[config.mk]
export PLATFORM = sky130hd
export DESIGN_NAME = noc_link_tx
export DESIGN_NICKNAME = d
export VERILOG_FILES = /design/src/rtl/noc_pkg.sv /design/src/rtl/noc_tx_stats.sv /design/src/rtl/noc_link_tx.sv
export SDC_FILE = /design/constraint.sdc
export NUM_CORES = 1
export LEC_CHECK = 0
export ABC_AREA = 1
export BUFFER_PORTS_ARGS = -buffer_cell sky130_fd_sc_hd__buf_4
export CORE_MARGIN = 4
export CORE_UTILIZATION = 43
export CTS_CLUSTER_SIZE = 12
export DETAILED_ROUTE_END_ITERATION = 8
export HOLD_SLACK_MARGIN = 0.02
export PLACE_DENSITY = 0.86
export SLEW_MARGIN = 20
export SYNTH_ARGS = -nofsm -noshare
export SYNTH_HDL_FRONTEND = slang
export SYNTH_SLANG_ARGS = --single-unit
export TNS_END_PERCENT = 30
[constraint.sdc]
create_clock -name clk -period 1.45 [get_ports clk]
set_clock_uncertainty 0.2 [all_clocks]
set_input_delay 0.145 -clock clk [delete_from_list [all_inputs] [get_ports clk]]
set_output_delay 0.145 -clock clk [all_outputs]
set_load 0.005 [all_outputs]
[src/rtl/noc_pkg.sv]
// Shared types for the NoC link transmitter.
//  - flit_type_e : 2-bit flit type carried in the top bits of every link word
//  - tx_state_e  : transmitter FSM states
//  - FLIT_TYPE_W : width of the flit type field
//  - STAT_W      : width of the optional statistics counters
//  - flit_type_of: type of flit number idx in a packet of pkt_flits flits
package noc_pkg;

  localparam int FLIT_TYPE_W = 2;
  localparam int STAT_W      = 32;

  typedef enum logic [FLIT_TYPE_W-1:0] {
    BODY   = 2'b00,
    TAIL   = 2'b01,
    HEAD   = 2'b10,
    SINGLE = 2'b11
  } flit_type_e;

  typedef enum logic [2:0] {
    IDLE    = 3'd0,
    ARB     = 3'd1,
    FETCH   = 3'd2,
    SEND    = 3'd3,
    RELEASE = 3'd4
  } tx_state_e;

  // A one-flit packet is SINGLE; otherwise first is HEAD, last is TAIL,
  // everything in between is BODY.
  function automatic flit_type_e flit_type_of(input int idx, input int pkt_flits);
    flit_type_e t;
    if (pkt_flits == 1) begin
      t = SINGLE;
    end else if (idx == 0) begin
      t = HEAD;
    end else if (idx == pkt_flits - 1) begin
      t = TAIL;
    end else begin
      t = BODY;
    end
    return t;
  endfunction

endpackage : noc_pkg

[src/rtl/noc_tx_stats.sv]
// Transmit statistics for noc_link_tx (only built with NOC_TX_STATS_EN).
// Ports:
//  clk_i, rst_i        clock, synchronous active-high reset
//  flit_done_i         one-cycle pulse when a flit's 4-phase handshake completes
//  pkt_done_i          one-cycle pulse when the completing flit closes a packet
//  tx_flit_count_o     completed flits since reset, wraps modulo 2^32
//  tx_pkt_count_o      completed packets since reset, wraps modulo 2^32
module noc_tx_stats
  import noc_pkg::*;
(
  input  logic              clk_i,
  input  logic              rst_i,
  input  logic              flit_done_i,
  input  logic              pkt_done_i,
  output logic [STAT_W-1:0] tx_flit_count_o,
  output logic [STAT_W-1:0] tx_pkt_count_o
);

  logic [STAT_W-1:0] flit_cnt_q, flit_cnt_d;
  logic [STAT_W-1:0] pkt_cnt_q, pkt_cnt_d;

  always_comb begin
    flit_cnt_d = flit_cnt_q;
    pkt_cnt_d  = pkt_cnt_q;
    if (flit_done_i) flit_cnt_d = flit_cnt_q + 1'b1;
    if (pkt_done_i)  pkt_cnt_d  = pkt_cnt_q + 1'b1;
  end

  always_ff @(posedge clk_i) begin
    if (rst_i) begin
      flit_cnt_q <= '0;
      pkt_cnt_q  <= '0;
    end else begin
      flit_cnt_q <= flit_cnt_d;
      pkt_cnt_q  <= pkt_cnt_d;
    end
  end

  assign tx_flit_count_o = flit_cnt_q;
  assign tx_pkt_count_o  = pkt_cnt_q;

endmodule : noc_tx_stats

[src/rtl/noc_link_tx.sv]
// Output-port transmitter: drains fixed-length packets from a local FWFT FIFO,
// takes link ownership from a locking port arbiter, then sends each word as a
// typed flit {flit_type, payload} over a 4-phase req/ack link.
// Optional feature macro: NOC_TX_STATS_EN adds tx_flit_count / tx_pkt_count.
// Ports:
//  clk, rst            clock, synchronous active-high reset
//  fifo_rd_en          pop the FIFO head (combinational, FETCH only)
//  fifo_wr_en/_wr_data tied 0
//  fifo_rd_data        FIFO head word, valid while !fifo_empty
//  fifo_full           unused
//  fifo_empty          FIFO has no word
//  fifo_pkt_address    unused
//  arb_req / arb_grant link ownership request / grant
//  link_data           flit to neighbour, stable while a handshake is open
//  link_req / link_ack 4-phase request / acknowledge
//  tx_flit_count       (NOC_TX_STATS_EN) completed flits
//  tx_pkt_count        (NOC_TX_STATS_EN) completed packets
//  dbg_state_o         current FSM state, for observation only
//
// Link handshake (4-phase): raise link_req with link_data stable; the receiver
// raises link_ack; drop link_req; the receiver drops link_ack. link_data only
// changes in FETCH, which is entered with link_ack low, so it never moves while
// the receiver may still be sampling it.
module noc_link_tx
  import noc_pkg::*;
#(
  parameter int DATA_WIDTH   = 16,
  parameter int ADDRESS_SIZE = 4,
  parameter int PKT_FLITS    = 4,
  parameter int LINK_WIDTH   = DATA_WIDTH + FLIT_TYPE_W
) (
  input  logic                    clk,
  input  logic                    rst,
  output logic                    fifo_rd_en,
  output logic                    fifo_wr_en,
  output logic [DATA_WIDTH-1:0]   fifo_wr_data,
  input  logic [DATA_WIDTH-1:0]   fifo_rd_data,
  input  logic                    fifo_full,
  input  logic                    fifo_empty,
  input  logic [ADDRESS_SIZE-1:0] fifo_pkt_address,
  output logic                    arb_req,
  input  logic                    arb_grant,
  output logic [LINK_WIDTH-1:0]   link_data,
  output logic                    link_req,
  input  logic                    link_ack,
`ifdef NOC_TX_STATS_EN
  output logic [STAT_W-1:0]       tx_flit_count,
  output logic [STAT_W-1:0]       tx_pkt_count,
`endif
  output logic [2:0]              dbg_state_o
);

  localparam int CNT_W = $clog2(PKT_FLITS + 1);
  localparam logic [CNT_W-1:0] CNT_LAST = CNT_W'(PKT_FLITS - 1);

  tx_state_e             state_q, state_d;
  logic [CNT_W-1:0]      flit_cnt_q, flit_cnt_d;
  logic [LINK_WIDTH-1:0] link_data_q, link_data_d;
  logic                  arb_req_q;
  logic                  link_req_q;
  logic                  flit_done;
  logic                  pkt_done;

  always_comb begin
    state_d     = state_q;
    flit_cnt_d  = flit_cnt_q;
    link_data_d = link_data_q;
    fifo_rd_en  = 1'b0;
    flit_done   = 1'b0;
    pkt_done    = 1'b0;
    unique case (state_q)
      IDLE: begin
        if (!fifo_empty) state_d = ARB;
      end
      ARB: begin
        if (arb_grant) begin
          state_d    = FETCH;
          flit_cnt_d = '0;
        end
      end
      FETCH: begin
        // Holding off while link_ack is still high keeps a stale ack (e.g.
        // left over from before a reset) from completing the new flit.
        if (!fifo_empty && !link_ack) begin
          fifo_rd_en  = 1'b1;
          link_data_d = {flit_type_of(int'(flit_cnt_q), PKT_FLITS), fifo_rd_data};
          state_d     = SEND;
        end
      end
      SEND: begin
        if (link_ack) state_d = RELEASE;
      end
      RELEASE: begin
        if (!link_ack) begin
          flit_done  = 1'b1;
          flit_cnt_d = flit_cnt_q + 1'b1;
          if (flit_cnt_q == CNT_LAST) begin
            pkt_done = 1'b1;
            state_d  = IDLE;
          end else begin
            state_d = FETCH;
          end
        end
      end
      default: state_d = IDLE;
    endcase
  end

  always_ff @(posedge clk) begin
    if (rst) begin
      state_q     <= IDLE;
      flit_cnt_q  <= '0;
      link_data_q <= '0;
      arb_req_q   <= 1'b0;
      link_req_q  <= 1'b0;
    end else begin
      state_q     <= state_d;
      flit_cnt_q  <= flit_cnt_d;
      link_data_q <= link_data_d;
      // arb_req follows the owning states one cycle late; link_req is
      // registered from the next state so it coincides with SEND.
      arb_req_q   <= (state_q != IDLE);
      link_req_q  <= (state_d == SEND);
    end
  end

  assign arb_req      = arb_req_q;
  assign link_req     = link_req_q;
  assign link_data    = link_data_q;
  assign fifo_wr_en   = 1'b0;
  assign fifo_wr_data = '0;
  assign dbg_state_o  = state_q;

  // Routing is resolved upstream and the FIFO is only ever read here.
  logic unused_inputs;
  assign unused_inputs = ^{fifo_full, fifo_pkt_address};

`ifdef NOC_TX_STATS_EN
  noc_tx_stats u_stats (
    .clk_i           (clk),
    .rst_i           (rst),
    .flit_done_i     (flit_done),
    .pkt_done_i      (pkt_done),
    .tx_flit_count_o (tx_flit_count),
    .tx_pkt_count_o  (tx_pkt_count)
  );
`else
  logic unused_stats;
  assign unused_stats = flit_done ^ pkt_done;
`endif

endmodule : noc_link_tx

==> reports/metrics.csv <==
stage;metric;value;unit
status;status;finished clean;
floorplanning;I/O Pins;67;
clocking;Clk pin slew, worst setup/hold paths;0.13;ns
critical_path;CP required;1.11;ns
synth;largest family of logic cells by synthesized area;simple AND/OR/NAND/NOR gates;
min_path;Hold Crit Depth;5;
sta;max-slew violations;0;
sta;RSZ-0062 raised after global routing;true;
detailed_routing;DR vias;1183;
final_layout;share of layout cells above drive strength 1;0.3117;
place;gpl congestion;0.7490;
clocking;CTS Sinks;26;
synth;mux cell area share after synthesis;0;
sta;final hold vios;0;
clocking;clk_lat worst skew;0.32;ns
place;number of port buffers;44;
sta;PnR worst setup slack;0.008750;ns
synth;Synth area leaders;dfxtp_1 (43%), nor2_1 (14%), buf_4 (10%);
pwr;Leak Pwr;0.8887;nW
min_path;Worst Hold Path EP;dbg_state_o[1];
critical_path;Worst R2R Setup Slack;0.02;ns
synth;Post-Synth Adder-Cell Area;0.03083;
grt;total track usage;0.1620;
place;Post-DP Area;1524;um^2
grt;largest net degree at the start of global routing;19;
clocking;root buf cell;clkbuf_4;
final_layout;cell area after layout;1844;um^2
critical_path;arrival time at the worst endpoint;1.10;ns
critical_path;crit path cell chain;inv_2, nor2_4, nand3_4, inv_8, buf_6;
min_path;Hold Startpoint;link_ack;
clocking;CTS tree;built;
floorplanning;Die H;61.21;um
floorplanning;Die W;61.21;um
detailed_routing;Post-DRT Antenna Nets;0;
critical_path;Worst Path Buf+Inv;3;
detailed_routing;DRC viols;0;
synth;Compound-Gate Fraction of Synth Area;0.09866;
grt;first-pass GRT wire length;4588;um
synth;register area share after synthesis;0.4275;
final_layout;Non-Filler Instances;262;
clocking;CTS Buffer Depth;2;
place;dpl cells;234;
sta;Final setup viols;0;
synth;yosys warns;0;
synth;share of the synthesized area in the top cell type;0.4275;
critical_path;worst reg2reg path endpoint;link_data[4];
floorplanning;core area;2734;um^2
final_layout;diode count;0;
clocking;Max H-tree Level;1;
floorplanning;FP Rows;19;
detailed_routing;Via density;4.515;
critical_path;CP delay by family, top;flip-flops;
detailed_routing;initial DRC count;42;
final_layout;# nets final;261;
synth;Avg Cell Area, Syn;7.657;um^2
critical_path;nature of the critical path startpoint;register;
pwr;pwr dens;813.4;nW/um^2
final_layout;P&R area growth vs syn;51.49;%
critical_path;Critical-path top delay cell;dfxtp_2;
min_path;Worst Hold Class;in -> reg;
critical_path;Largest stage delay, worst path;0.36;ns
clocking;Num CTS Buffers;3;
grt;vias in the first global route;1058;
floorplanning;Starting Density;0.4453;
detailed_routing;routed len/inst;11.21;um
critical_path;Crit path depth;5;
floorplanning;Die ar.;3747;um^2
critical_path;Crit. Startpoint;dbg_state_o[1];
critical_path;crit path max fanout;2;
pwr;worst-case vdd ir drop;0.7199;mV
sta;setup TNS;0;ns
synth;Post-Syn Area;1217;um^2
detailed_routing;DR pass1 iterations;4;
detailed_routing;Post-Route WL;2937;um
final_layout;most frequent cells in the layout;buf_4 (51), nor2_1 (46), dfxtp_1 (24);
synth;dominant cell type by area after synthesis;dfxtp_1;
grt;initial antenna violation count;0;
synth;register bit total from synthesis;26;
sta;fmax;0.6938;GHz
sta;fin crit period;1.441;ns
synth;Yosys cell types;21;
critical_path;crit end category;output pin;
synth;post-synthesis cell count;159;
final_layout;leading cell type in the layout, fill and taps excluded;buf_4;
sta;period utilisation layout;0.9940;
synth;Post-Synth Simple-Gate Area;0.2508;
place;HPWL Detailed;1862;um
critical_path;r2r worst-path depth;7;
critical_path;r2r startpoint;dbg_state_o[1];
synth;xor and xnor area share after synthesis;0;
flow_run;# Max-Cap Violations;0;
place;worst slack at placement;0.08740;ns
critical_path;Crit Path Category;reg -> out;
grt;total gr overflow;0;
## worst max-delay path by stage
stage                                to  slack (ns)
after global routing         fifo_rd_en       -0.06
after CTS                    fifo_rd_en      -0.003
final                        fifo_rd_en       0.009
after detailed placement  flit_cnt_q[1]        0.09
after global placement    flit_cnt_q[1]        0.12
after floorplan            link_data[0]        0.16
## cell usage after synthesis
| library cell | n |
|---|---|
| inv_2 | 2 |
| buf_6 | 2 |
| o21ai_1 | 1 |
| nand3_4 | 1 |
| nor2_1 | 46 |
| buf_4 | 17 |
| nand3b_1 | 2 |
| nor2_2 | 1 |
| nand3_1 | 6 |
| conb_1 | 1 |
| inv_1 | 9 |
| clkbuf_2 | 1 |
| nand2_1 | 14 |
| buf_12 | 1 |
| buf_2 | 1 |
| nor2_4 | 1 |
| inv_6 | 1 |
| dfxtp_1 | 26 |
| a21oi_1 | 6 |
| ha_1 | 3 |
| o21ai_0 | 17 |
## cells by family after synthesis
family | after synthesis
flip-flops | 26
AND/OR/NAND/NOR | 71
other | 1
adder cells (fa/ha/maj) | 3
AO/OA/AOI/OAI | 24
buffers and inverters | 34
## per-layer routing
metal	routed length [um]	track usage	part of all wire
met5	0	0	0
met4	14	0.02786	0.0048
met3	239	0.02935	0.081
met2	1491	0.2946	0.51
met1	1191	0.2005	0.41
## state kept, by name, summed over array words and instances (netlist names)
| register | count |
|---|---|
| link_data | 18 |
| arb_req | 1 |
| dbg_state_o | 3 |
| link_req | 1 |
| flit_cnt_q | 3 |
## tightest hold or removal path: cells and delay by family
kind                   cells  cell delay (ns)
buffers and inverters      1             0.10
AND/OR/NAND/NOR            4             0.28
## where the power goes
part	leakage, nW	internal, W	switching [W]
clock	0.0279	0.000279	0.000215
combinational	0.649	0.000142	0.000116
sequential	0.211	0.000736	0.0000115
total	0.889	0.00116	0.000343
## metrics by stage
| step | power [W] | hold slack [ns] | util |
|---|---|---|---|
| global placement | 0.0009546 | 0.1903 | 0.5574 |
| finish | 0.001500 | 0.04842 | 0.6746 |
| floorplan | 0.0008933 | 0.06540 | - |
| CTS | 0.001498 | 0.02530 | 0.6641 |
| detailed placement | 0.0009571 | 0.1926 | 0.5574 |
| global route | 0.001575 | 0.03236 | 0.6746 |
## what timing repair did
item	CTS	global route
hold endpoints to repair	24	0
hold buffers	20	0
setup endpoints to repair	1	22
resized for setup	4	22
pin swaps	1	0
buffers inserted	4	0
## layout make-up
cell class,count,area [um^2]
clock inverters,1,30.03
multi-input cells,115,548.0
clock buffers,3,22.52
repair buffers,74,625.6
fillers,230,889.6
well taps,31,38.79
flip-flops and latches,26,523.0
inverters,12,56.30
Power figures use the tool's default switching activity.
